[src/rtl/muxn_stream_pkg.sv]
// Shared definitions for the muxn_stream channel multiplexer.
package mux_pkg;

  // Arbitration mode encodings.
  localparam logic MODE_SEL = 1'b0;  // external select
  localparam logic MODE_RR  = 1'b1;  // round-robin

endpackage

[src/rtl/muxn_stream_if.sv]
// Stream bundle for muxn_stream: NCH input channels in, one registered channel out.
interface muxn_stream_if #(
  parameter int unsigned WIDTH = 32,
  parameter int unsigned NCH   = 4,
  parameter int unsigned SW    = $clog2(NCH)
) ();

  logic                 mode;
  logic [SW-1:0]        s;
  logic [NCH*WIDTH-1:0] a;
  logic [NCH-1:0]       a_valid;
  logic [NCH-1:0]       a_ready;
  logic [WIDTH-1:0]     y;
  logic [SW-1:0]        y_ch;
  logic                 y_valid;
  logic                 y_ready;

  // Side that produces channel data and consumes y.
  modport master (
    output mode, s, a, a_valid, y_ready,
    input  a_ready, y, y_ch, y_valid
  );

  // The multiplexer itself.
  modport slave (
    input  mode, s, a, a_valid, y_ready,
    output a_ready, y, y_ch, y_valid
  );

endinterface

[src/rtl/muxn_stream_rr_arbiter.sv]
// Round-robin arbiter: picks the first requester at or after ptr_i, wrapping modulo NCH.
module rr_arbiter #(
  parameter int unsigned NCH = 4,
  parameter int unsigned SW  = $clog2(NCH)
) (
  input  logic [NCH-1:0] req_i,
  input  logic [SW-1:0]  ptr_i,
  output logic [NCH-1:0] grant_o,
  output logic [SW-1:0]  idx_o,
  output logic           any_o
);

  localparam logic [SW:0] NchW = (SW+1)'(NCH);

  // One extra bit so ptr + offset (at most 2*NCH-2) never overflows before the wrap.
  logic [SW:0] chan;

  // Scan offsets from the farthest to the nearest so the nearest requester wins.
  always_comb begin
    grant_o = '0;
    idx_o   = '0;
    any_o   = 1'b0;
    chan    = '0;
    for (int k = NCH - 1; k >= 0; k--) begin
      chan = {1'b0, ptr_i} + (SW+1)'(k);
      if (chan >= NchW) begin
        chan = chan - NchW;
      end
      if (req_i[chan[SW-1:0]]) begin
        idx_o = chan[SW-1:0];
        any_o = 1'b1;
      end
    end
    if (any_o) begin
      grant_o = NCH'(1) << idx_o;
    end
  end

endmodule

[src/rtl/muxn_stream.sv]
// N-channel stream multiplexer with external-select or round-robin arbitration
// and a single registered output stage sustaining one word per cycle.
module muxn_stream
  import mux_pkg::*;
#(
  parameter int unsigned WIDTH = 32,
  parameter int unsigned NCH   = 4,
  parameter int unsigned SW    = $clog2(NCH)
) (
  input  logic          clk,
  input  logic          rst_n,
  muxn_stream_if.slave  bus
);

  localparam int unsigned SelSpan = 2 ** SW;
  localparam logic [SW-1:0] LastCh = SW'(NCH - 1);

  logic [WIDTH-1:0] ch_data [NCH];

  for (genvar i = 0; i < NCH; i++) begin : g_split
    assign ch_data[i] = bus.a[i*WIDTH +: WIDTH];
  end

  logic [WIDTH-1:0] y_q, y_d;
  logic [SW-1:0]    y_ch_q, y_ch_d;
  logic             y_valid_q, y_valid_d;
  logic [SW-1:0]    ptr_q, ptr_d;

  logic [NCH-1:0]     rr_grant;
  logic [SW-1:0]      rr_idx;
  logic               rr_any;
  logic [SelSpan-1:0] valid_ext;
  logic               sel_any;
  logic [NCH-1:0]     g_vec;
  logic [SW-1:0]      g_idx;
  logic               g_any;
  logic               load;

  rr_arbiter #(
    .NCH (NCH),
    .SW  (SW)
  ) u_rr_arbiter (
    .req_i   (bus.a_valid),
    .ptr_i   (ptr_q),
    .grant_o (rr_grant),
    .idx_o   (rr_idx),
    .any_o   (rr_any)
  );

  // Zero-padding valid to the full select range makes out-of-range selects grant nothing.
  assign valid_ext = SelSpan'(bus.a_valid);
  assign sel_any   = valid_ext[bus.s];
  assign load      = !y_valid_q || bus.y_ready;

  // Grant mux: pick the grant source for the current mode.
  always_comb begin
    g_any = sel_any;
    g_idx = bus.s;
    g_vec = sel_any ? (NCH'(1) << bus.s) : '0;
    if (bus.mode == MODE_RR) begin
      g_any = rr_any;
      g_idx = rr_idx;
      g_vec = rr_grant;
    end
  end

  // Accept strobe only when the output register can take a word this cycle.
  always_comb begin
    bus.a_ready = load ? g_vec : '0;
  end

  // Next-state for the output register and round-robin pointer.
  always_comb begin
    y_d       = y_q;
    y_ch_d    = y_ch_q;
    y_valid_d = y_valid_q;
    ptr_d     = ptr_q;
    if (load) begin
      if (g_any) begin
        y_d       = ch_data[g_idx];
        y_ch_d    = g_idx;
        y_valid_d = 1'b1;
        if (bus.mode == MODE_RR) begin
          ptr_d = (g_idx == LastCh) ? '0 : g_idx + 1'b1;
        end
      end else begin
        // Data and index are left stale; only the valid flag drops.
        y_valid_d = 1'b0;
      end
    end
  end

  // Output register and pointer, cleared asynchronously.
  always_ff @(posedge clk or negedge rst_n) begin
    if (!rst_n) begin
      y_q       <= '0;
      y_ch_q    <= '0;
      y_valid_q <= 1'b0;
      ptr_q     <= '0;
    end else begin
      y_q       <= y_d;
      y_ch_q    <= y_ch_d;
      y_valid_q <= y_valid_d;
      ptr_q     <= ptr_d;
    end
  end

  assign bus.y       = y_q;
  assign bus.y_ch    = y_ch_q;
  assign bus.y_valid = y_valid_q;

endmodule

[src/flat_wrapper.sv]
// flat-port wrapper written by rule: the top's interface ports become plain ports
module muxn_stream_flat import mux_pkg::*;
#(
  parameter int unsigned WIDTH = 32,
  parameter int unsigned NCH   = 4,
  parameter int unsigned SW    = $clog2(NCH)
)
  (clk, rst_n, bus_mode, bus_s, bus_a, bus_a_valid, bus_y_ready, bus_a_ready, bus_y, bus_y_ch, bus_y_valid);
  muxn_stream_if #(.WIDTH(WIDTH), .NCH(NCH), .SW(SW)) bus_i ();
  input  logic clk;
  input  logic rst_n;
  input wire logic [$bits(bus_i.mode)-1:0] bus_mode;
  input wire logic [$bits(bus_i.s)-1:0] bus_s;
  input wire logic [$bits(bus_i.a)-1:0] bus_a;
  input wire logic [$bits(bus_i.a_valid)-1:0] bus_a_valid;
  input wire logic [$bits(bus_i.y_ready)-1:0] bus_y_ready;
  output wire logic [$bits(bus_i.a_ready)-1:0] bus_a_ready;
  output wire logic [$bits(bus_i.y)-1:0] bus_y;
  output wire logic [$bits(bus_i.y_ch)-1:0] bus_y_ch;
  output wire logic [$bits(bus_i.y_valid)-1:0] bus_y_valid;
  assign bus_i.mode = bus_mode;
  assign bus_i.s = bus_s;
  assign bus_i.a = bus_a;
  assign bus_i.a_valid = bus_a_valid;
  assign bus_i.y_ready = bus_y_ready;
  assign bus_a_ready = bus_i.a_ready;
  assign bus_y = bus_i.y;
  assign bus_y_ch = bus_i.y_ch;
  assign bus_y_valid = bus_i.y_valid;
  muxn_stream #(.WIDTH(WIDTH), .NCH(NCH), .SW(SW)) u_core (.clk(clk), .rst_n(rst_n), .bus(bus_i));
endmodule
[config.mk]
export PLATFORM = sky130hd
export DESIGN_NAME = muxn_stream_flat
export DESIGN_NICKNAME = d
export VERILOG_FILES = /design/src/rtl/muxn_stream_pkg.sv /design/src/rtl/muxn_stream_if.sv /design/src/rtl/muxn_stream_rr_arbiter.sv /design/src/rtl/muxn_stream.sv /design/src/flat_wrapper.sv
export SDC_FILE = /design/constraint.sdc
export NUM_CORES = 1
export LEC_CHECK = 0
export CAP_MARGIN = 20
export CORE_MARGIN = 3
export CORE_UTILIZATION = 30
export DETAILED_ROUTE_END_ITERATION = 12
export PLACE_DENSITY_LB_ADDON = 0.12
export SYNTH_ARGS = -nofsm -noshare
export SYNTH_HDL_FRONTEND = slang
export SYNTH_SLANG_ARGS = --single-unit
[constraint.sdc]
create_clock -name clk -period 2.21 [get_ports clk]
set_input_delay 0.442 -clock clk [delete_from_list [all_inputs] [get_ports clk]]
set_output_delay 0.442 -clock clk [all_outputs]
set_load 0.01 [all_outputs]
Word level (Yosys, flattened, before mapping)

Index checks and enable logic that the tools add are counted.

Muxes and demuxes: 33
Bitwise operators: 1
Shift operators: 2
Magnitude comparators: 10
Reduce and logical (&&, ||, !) cells: 4
Eq/ne operators: 1
Div/mod/pow operators: 0
Multiply operators: 0
$add $sub $neg: 8

Operators by type and width:

| operator                                                                            | count |
|---|---|
| 32-bit binary-select mux with 2-bit select                                          | 1 |
| 32-bit 2-to-1 mux                                                                   | 2 |
| 2-bit 2-to-1 mux                                                                    | 10 |
| 4-bit 2-to-1 mux                                                                    | 4 |
| 2-bit by 3-bit < comparator with 1-bit output, second input constant                | 5 |
| 3-bit greater-or-equal comparator, second input constant                            | 4 |
| 1-bit 2-to-1 mux                                                                    | 11 |
| 1-bit binary-select mux with 2-bit select                                           | 5 |
| 1-bit by 2-bit << shifter with 4-bit output, first input constant                   | 2 |
| 2-bit by 1-bit subtractor with 2-bit output, second input constant                  | 4 |
| 2-bit by 2-bit adder with 3-bit output, second input constant                       | 2 |
| 2-bit by 1-bit adder with 3-bit output, second input constant                       | 1 |
| 2-bit by 3-bit greater-or-equal comparator with 1-bit output, second input constant | 1 |
| 2-bit inverter with 3-bit output                                                    | 1 |
| 3-bit AND reduction                                                                 | 1 |
| 2-bit by 1-bit adder with 2-bit output, second input constant                       | 1 |
| 2-bit equality test, second input constant                                          | 1 |
| 2-bit AND reduction                                                                 | 1 |
| 1-bit zero test                                                                     | 1 |
| 1-bit logical OR                                                                    | 1 |

Memory bits (read-only): 0
Memories: 0
Word-level logic and storage cells: 63
Flip-flop bits (word level): 37
Latch bits: 0
Output and inout port bits: 39
Bits in writable memories: 0
Bits of input ports: 138

Depth between registers and ports, before layout

Gate-level depths: netlist (run 1).

Word-level depth: 14
Mapped depth: 8
Mapped depth without buffers: 6

By module

A second synthesis (run 1) with hierarchy kept.

Cells, all modules: 169
Area, all modules: 2598.7 um^2

Modules (own cells, without submodules):

| module      | area each (um^2) | sequential area each (um^2) | cells each | instances |
|---|---|---|---|---|
| muxn_stream | 2416.1           | 925.9                       | 140        | 1 |
| rr_arbiter  | 182.7            | 0.0                         | 29         | 1 |

Worst setup path after synthesis (run 1)

OpenSTA, ideal clock, no wires.

Path type: input -> output
Start: input port bus_a_valid[2]
End: output port bus_a_ready[0]
Buffers on the path: 1
Required time: 1768 ps
Arrival time: 1803 ps
Stages: 6
Setup slack: -35 ps
Path through: nor2b_1 -> a311oi_2 -> buf_4 -> nor2_1 -> o32a_1 -> nor2_1

Cells in the longest elaborated chain, start to end: 10
Elaborated cells between the ends (all ways): 23
Classes of those cells: shift (1); mux (22)

RTL lines:

| item                                        | RTL line                     | source |
|---|---|---|
| start, declared                             | flat_wrapper.sv:15           | `input wire logic [$bits(bus_i.a_valid)-1:0] bus_a_valid;` |
| 1-bit binary-select mux with 2-bit select   | muxn_stream_rr_arbiter.sv:29 | `if (req_i[chan[SW-1:0]]) begin` |
| 1-bit 2-to-1 mux (implied by the code)      | muxn_stream_rr_arbiter.sv:29 |  |
| 2-bit 2-to-1 mux (4 in series)              | muxn_stream_rr_arbiter.sv:29 |  |
| 1-bit by 2-bit << shifter with 4-bit output | muxn_stream_rr_arbiter.sv:35 | `grant_o = NCH'(1) << idx_o;` |
| 4-bit 2-to-1 mux                            | muxn_stream_rr_arbiter.sv:34 | `if (any_o) begin` |
| 4-bit 2-to-1 mux *                          | muxn_stream.sv:60            | `if (bus.mode == MODE_RR) begin` |
| 4-bit 2-to-1 mux *                          | muxn_stream.sv:69            | `bus.a_ready = load ? g_vec : '0;` |
| end, declared                               | flat_wrapper.sv:17           | `output wire logic [$bits(bus_i.a_ready)-1:0] bus_a_ready;` |

Mark *: on every way between the ends. The rest lies on a longest branch, timed or not. The select of a mux whose other input is x is not followed.

Worst setup path after layout (run 1)

Start: register u_core.ptr_q[1]
End: output port bus_a_ready[0]

Cells in the longest elaborated chain, start to end: 13
Elaborated cells between the ends (all ways): 35
Classes of those cells: add/sub (7); order compare (4); shift (1); mux (23)

RTL lines:

| item                                                                                             | RTL line                                                   | source |
|---|---|---|
| start, declared                                                                                  | muxn_stream.sv:27                                          | `logic [SW-1:0] ptr_q, ptr_d;` |
| start signal, assigned                                                                           | muxn_stream.sv:104                                         | `ptr_q <= ptr_d;` |
| 2-bit by 2-bit adder with 3-bit output                                                           | muxn_stream_rr_arbiter.sv:25                               | `chan = {1'b0, ptr_i} + (SW+1)'(k);` |
| 3-bit greater-or-equal comparator or 2-bit by 1-bit subtractor with 2-bit output (tied branches) | muxn_stream_rr_arbiter.sv:26, muxn_stream_rr_arbiter.sv:27 |  |
| 2-bit 2-to-1 mux                                                                                 | muxn_stream_rr_arbiter.sv:26                               | `if (chan >= NchW) begin` |
| 1-bit binary-select mux with 2-bit select                                                        | muxn_stream_rr_arbiter.sv:29                               |  |
| 1-bit 2-to-1 mux (implied by the code)                                                           | muxn_stream_rr_arbiter.sv:29                               |  |
| 2-bit 2-to-1 mux (4 in series)                                                                   | muxn_stream_rr_arbiter.sv:29                               |  |
| 1-bit by 2-bit << shifter with 4-bit output                                                      | muxn_stream_rr_arbiter.sv:35                               |  |
| 4-bit 2-to-1 mux *                                                                               | muxn_stream_rr_arbiter.sv:34                               |  |
| 4-bit 2-to-1 mux *                                                                               | muxn_stream.sv:60                                          |  |
| 4-bit 2-to-1 mux *                                                                               | muxn_stream.sv:69                                          |  |

Marks and branches as above.

==> results of run 1 <==
[synth_stat cells, drive strengths merged, types with 2 or more instances]
| library cell | n | area share (%) |
|---|---|---|
| buf | 25 | 3.5 |
| o31ai | 33 | 6.5 |
| o22ai | 32 | 5.1 |
| a21boi | 2 | 0.67 |
| nor2b | 35 | 5.6 |
| inv | 36 | 3.5 |
| clkbuf | 37 | 3.6 |
| o32a | 33 | 8.5 |
| nand2b | 3 | 0.48 |
| o21ai | 33 | 4.2 |
| a21oi | 36 | 4.6 |
| mux2 | 5 | 1.4 |
| nor2 | 41 | 3.9 |
| o221ai | 33 | 7.6 |
| dfrtp | 37 | 24 |
| nand2 | 69 | 6.6 |
| a211o | 32 | 7.2 |
[power groups by stage]
stage | Clock [mW] | Sequential, mW | Combinational [mW]
after floorplan | 0 | 1.18 | 1.16
after global placement | 0 | 1.09 | 2.49
after detailed placement | 0 | 1.09 | 2.53
after CTS | 0.897 | 1.09 | 2.60
after global routing | 0.925 | 1.12 | 2.83
final | 0.872 | 1.09 | 2.62
[layout make-up]
type	count	area share [%]
inverters	36	2.13
flip-flops and latches	37	14.6
multi-input cells	400	41.9
repair buffers	232	35.1
clock buffers	6	2.19
well taps	172	3.39
clock inverters	2	0.591
[placed cells by master, fill, tap and decap left out, types with 2 or more instances in the layout]
master           netlist  routed
a211o_1               32      32
a21oi_1               36      34
buf_12                 0       5
buf_2                 14       7
buf_4                  1      46
buf_6                  3       4
clkbuf_16              0       5
clkdlybuf4s50_1        0     164
dfrtp_1               37      35
dfrtp_2                0       2
dlygate4sd2_1          0       3
inv_1                 35      34
inv_2                  1       2
mux2_2                 5       4
nand2_1               69      68
nand2b_1               3       3
nor2_1                41      38
nor2_2                 0       2
nor2b_1               35      34
o21ai_0               33      32
o221ai_1              32      32
o22ai_1               32      32
o31ai_1               32      32
o32a_1                33      33
[what timing repair did]
| item | in CTS | in global routing |
|---|---|---|
| pin swaps | 7 | 4 |
| endpoints found under the setup margin | 40 | 37 |
| cloned | 0 | 0 |
| buffers inserted | 3 | 1 |
| gates resized for setup | 39 | 8 |
| hold endpoints to repair | 0 | 0 |
[metal layers]
layer / wire, µm / track usage [%] / vias up
met4: 335 / 7.44 / 0
met2: 8260 / 38.6 / 180
met5: 0 / 0 / -
met1: 6830 / 27.2 / 2341
met3: 1030 / 4.52 / 27
li1: - / - / 2366
[state kept, by name, summed over array words and instances, names as in the netlist]
| signal | cells |
|---|---|
| u_core.bus.y | 32 |
| u_core.ptr_q | 2 |
| u_core.bus.y_valid | 1 |
| u_core.bus.y_ch | 2 |
[metrics by stage]
step,setup TNS (ns),instance area (µm²),setup slack (ns)
after floorplan,0,3910,0.00745
after global placement,-21.92,6080,-0.727
after detailed placement,-25.19,6080,-0.820
after CTS,-0.169,6320,-0.0773
after global routing,-0.493,6350,-0.114
final,-0.0708,6350,-0.0668
[worst paths after layout]
check,end,slack [ns],cells past startpoint
min in group clk,u_core.bus.y_ch[0]$_DFFE_PN0P_,0.55,2
setup / recovery,bus_a_ready[0],-0.07,5
max in group asynchronous,u_core.bus.y_valid$_DFFE_PN0N_,1.55,2
hold / removal,u_core.bus.y[19]$_DFFE_PN0P_,0.1,1
setup reg to reg,u_core.ptr_q[1]$_DFFE_PN0P_,0.07,7
hold reg to reg,u_core.bus.y_ch[0]$_DFFE_PN0P_,0.55,2
[kinds of logic after synthesis]
| family | synth area share [%] |
|---|---|
| flops | 23.8 |
| compound gates | 46.5 |
| buf+inv | 10.6 |
| fa+ha+maj | 0.321 |
| simple gates | 17.4 |
| mux | 1.44 |
[critical path, stage by stage, from the launching register on]
cell and delay [ns]:
dfrtp_2 0.43, mux2_4 0.32, o221a_4 0.25, o32a_1 0.35, nor2_2 0.07, buf_2 0.13
==> flow_summary.yaml, run 1 <==
status:
  outcome: "complete, but fails checks"
  violations: "negative setup slack"
synthesis:
  synth-main-ff-cell: "dfrtp_1"
  synth_edf_count: 0
  synth_area_per_cell_um2: 7.29
  synth_cell_types: 38
  ys_async_sr_fraction_pct: 100
  synthCells: 535
  ys_seq_elements: 37
  synth_seq_area_share_pct: 23.8
  synthesis.nets: 674
  netlist_area_um2: 3900
  ys_warn_count: 0
pwr:
  p_seq_share_pct: 23.7
  p_clk_share_pct: 19.1
  power_mw: 4.58
  p_int_mw: 2.87
  ir_drop_mv: 0.281
  pwr-share-comb_pct: 57.2
  leakagePower_nw: 2.53
  switching_share_pct: 37.2
  powerDensity_nw_per_um2: 721
  p_sw_mw: 1.70
detailed_routing:
  first_pass_iters: 5
  ant_nets: 0
  vias: 4914
  viasPerCell: 5.55
  drcViolationCount: 0
  wl_per_cell_um: 18.6
  drtIter0Drc: 375
  wirelength_um: 16400
cells_and_area:
  multi_input_comb_area_um2: 2660
  drive_above_1_share_pct: 13.9
  fillerInstances: 1258
  area_delta_synth_final_pct: 62.9
  post-route-util_pct: 50.1
  nets: 851
  num_antenna_cells: 0
  stdcell_count: 885
  register_area_um2: 928
sta:
  fin_crit_sh_pct: 103
  maxSlewViolCount: 0
  fin_ws_ns: -0.0668
  rsz0062_at_grt: "true"
  fmax_mhz: 439
  skew_ns: 0.00410
  finalSetupViolations: 2
  holdWs_ns: 0.0966
  hold_viol_final: 0
  period_minus_slack_ns: 2.28
  slew_headroom_pct: 71.3
  tightest_slew_ns: 0.431
cts:
  clock_path_buffers: 2
  cts_sinks: 37
  cts_made_buffers: 5
  cts_tree: "yes"
  postCtsHoldBufs: 0
  clockRootBuffer: "clkbuf_16"
  clkTransAtPathRegs_ns: 0.07
  htree_levels: 2
  clock_latency_ns: 0.28
grt:
  antenna_found_initial: 0
  grt_first_pass_wirelength_um: 25800
  grt_use_total_pct: 22.1
  grt_max_degree: 66
  grt.overflow.total: 0
  grt_pass1_vias: 4929
critical_path:
  start_kind: "register"
  r2r_start: "u_core.ptr_q[1]$_DFFE_PN0P_"
  cp-end-kind: "output pin"
  crit_start: "u_core.ptr_q[1]$_DFFE_PN0P_"
  worst_ep_arrival_time_ns: 1.83
  cp.required_ns: 1.77
  critPathKind: "reg -> out"
  worst-path-max-fanout: 4
placed_design:
  dp_cells: 873
  numPortBuffers: 176
  dp_hpwl_um: 11700
  place_congestion: 0.878
floorplan:
  io_pins: 177
  design.core.area_um2: 12700
  start_util_pct: 30.8
  die_area_um2: 14400
  num_rows: 41
  die_width_um: 120
  die_h_um: 120
job:
  drv_cap: 0
min_path:
  holdCritPathClass: "in -> async"
Note: power is estimated with default switching activity, not from simulation.
==> run 2, diff against run 1 <==
- CORE_MARGIN: 3 -> default
- clock period: 2.21 -> 1.9 ns (I/O delays scaled with it)
==> run 2 against run 1 <==
- total power is 28% higher
- sequential power is 17% higher
- count of clock-buffer cells in the layout is 1 higher
- critical path type unchanged
- final cell count is 1.7% higher
- highest routed layer unchanged
- the flow finishes with violations (negative hold slack, negative setup slack)
- largest power group unchanged
- utilization is 5.3 points higher
- clock power is 2.9% higher
- die area is 6.6% lower
- cell area is 10% higher
- setup slack worse by 0.27 ns
==> flow_summary.yaml, run 2 (synthesized netlist as in run 1, its figures left out) <==
detailed_routing:
  first_pass_iters: 5
  wirelength_um: 17000
  wl_per_cell_um: 18.9
  viasPerCell: 5.55
  vias: 4997
  ant_nets: 0
  drtIter0Drc: 351
  drcViolationCount: 0
floorplan:
  die_area_um2: 13500
  start_util_pct: 30.9
  die_h_um: 116
  num_rows: 41
  io_pins: 177
  design.core.area_um2: 12600
  die_width_um: 116
placed_design:
  place_congestion: 0.908
  dp_slack_ns: -0.914
  dp_hpwl_um: 11700
  numPortBuffers: 176
critical_path:
  worst_ep_arrival_time_ns: 1.86
  critPathKind: "reg -> out"
  start_kind: "register"
  path_cells: "mux2_4 -> o221a_4 -> o32a_1 -> nor2_2 -> buf_2"
  max_stage_delay_ns: 0.44
  cp.required_ns: 1.52
  cp-end-kind: "output pin"
  cp_slowest_cell: "dfrtp_2"
  worst-path-max-fanout: 5
status:
  violations: "negative hold slack, negative setup slack"
  outcome: "complete, but fails checks"
cts:
  htree_levels: 2
  cts_sinks: 37
  clockRootBuffer: "clkbuf_16"
  postCtsHoldBufs: 0
  cts_tree: "yes"
  clkTransAtPathRegs_ns: 0.06
  clock_latency_ns: 0.28
  clock_path_buffers: 2
  cts_made_buffers: 5
pwr:
  ir_drop_mv: 0.449
  power_mw: 5.84
  p_int_mw: 3.65
  p_sw_mw: 2.19
  switching_share_pct: 37.5
  pwr-share-comb_pct: 63.0
  p_seq_share_pct: 21.7
  powerDensity_nw_per_um2: 836
  p_clk_share_pct: 15.3
  leakagePower_nw: 2.75
sta:
  fmax_mhz: 446
  rsz0062_at_grt: "true"
  tightest_slew_ns: 0.437
  maxSlewViolCount: 0
  holdWs_ns: -0.0103
  fin_ws_ns: -0.341
  finalSetupViolations: 38
  slew_headroom_pct: 70.6
  fin_crit_sh_pct: 118
  hold_viol_final: 9
  skew_ns: 0.00654
  period_minus_slack_ns: 2.24
grt:
  grt_use_total_pct: 24.7
  grt_first_pass_wirelength_um: 25800
  antenna_found_initial: 0
  grt_pass1_vias: 4974
  grt_max_degree: 36
  grt.overflow.total: 0
cells_and_area:
  nets: 866
  mostFrequentLayoutCell: "clkdlybuf4s50_1"
  num_antenna_cells: 0
  drive_above_1_share_pct: 20.6
  area_delta_synth_final_pct: 79.3
  largest_reg_flops: 32
  fillerInstances: 1159
  layout_common_cells: "164 x clkdlybuf4s50_1, 69 x nand2_1, 40 x buf_4, 39 x nor2_1, 36 x dfrtp_1"
min_path:
  holdCritPathClass: "in -> async"
job:
  drv_cap: 0
-- run 2: cell count changes in the layout (fill, tap and decap cells not counted), moves of 8 or more --
| cell | previous run | this run |
|---|---|---|
| o22ai_1 | 32 | 12 |
| o221ai_1 | 32 | 21 |
| o221ai_2 | 0 | 11 |
| buf_12 | 5 | 15 |
| o22ai_2 | 0 | 10 |
| o22ai_4 | 0 | 10 |
| a21oi_1 | 34 | 26 |
| a21oi_2 | 1 | 9 |
-- run 2: final timing paths --
kind | slack, ns | cells past startpoint | start | endpoint
worst max-delay path | -0.34 | 5 | u_core.ptr_q[1]$_DFFE_PN0P_ | bus_a_ready[0]
worst min-delay path | -0.01 | 1 | rst_n | u_core.bus.y[9]$_DFFE_PN0P_
worst max register to register | -0.27 | 9 | u_core.ptr_q[1]$_DFFE_PN0P_ | u_core.ptr_q[1]$_DFFE_PN0P_
worst min register to register | 0.55 | 2 | u_core.bus.y_ch[0]$_DFFE_PN0P_ | u_core.bus.y_ch[0]$_DFFE_PN0P_
max in group asynchronous | 1.37 | 2 | rst_n | u_core.bus.y[17]$_DFFE_PN0P_
min in group clk | 0.55 | 2 | u_core.bus.y_ch[0]$_DFFE_PN0P_ | u_core.bus.y_ch[0]$_DFFE_PN0P_
-- run 2: area by class of cell --
cell class	count	area [µm²]	share of cell area [%]
clock buffer	7	153	2.18
clock inverter	1	5.00	0.0716
inverter	36	138	1.97
multi-input combinational	400	2980	42.7
sequential	37	927	13.3
tap	172	215	3.08
timing repair buffer	247	2570	36.8
-- run 2: power groups by stage --
stage / Combinational [mW] / Clock, mW / Sequential (mW)
global route: 3.95 / 0.948 / 1.30
floorplan: 1.41 / 0 / 1.37
global placement: 2.90 / 0 / 1.27
finish: 3.68 / 0.897 / 1.27
CTS: 3.26 / 0.913 / 1.27
detailed placement: 2.95 / 0 / 1.28
-- run 2: metrics by stage --
stage	TNS, ns	utilization, %	hold slack [ns]	area (µm²)	cells
3_3_place_gp	-29.46	48.6	0.310	6140	873
6_report	-7.51	55.4	-0.0103	6990	900
4_1_cts	-8.92	52.4	0.00135	6620	894
5_1_grt	-9.97	55.4	0.00719	6990	900
2_1_floorplan	-0.499	-	0.0844	3970	535
3_5_place_dp	-30.91	48.6	0.298	6140	873
-- run 2: critical path: cells and delay by family (launching register included) --
kind	cells	cell delay [ns]
flops	1	0.44
buf+inv	1	0.13
mux	1	0.34
compound gates	2	0.58
simple gates	1	0.10
-- run 2: layer usage --
layer,GRT usage [%],vias to the layer above,wire [µm]
li1,-,2394,-
met1,30.5,2381,7110
met2,43.7,197,8420
met3,4.55,25,1140
met4,6.92,0,331
met5,0,-,0
-- run 2: what timing repair did --
action | 4_1_cts | 5_1_grt
resized for setup | 54 | 67
gates cloned | 4 | 1
buffers inserted | 9 | 7
setup endpoints to repair | 40 | 39
hold endpoints to repair | 0 | 0
pin swaps | 40 | 29
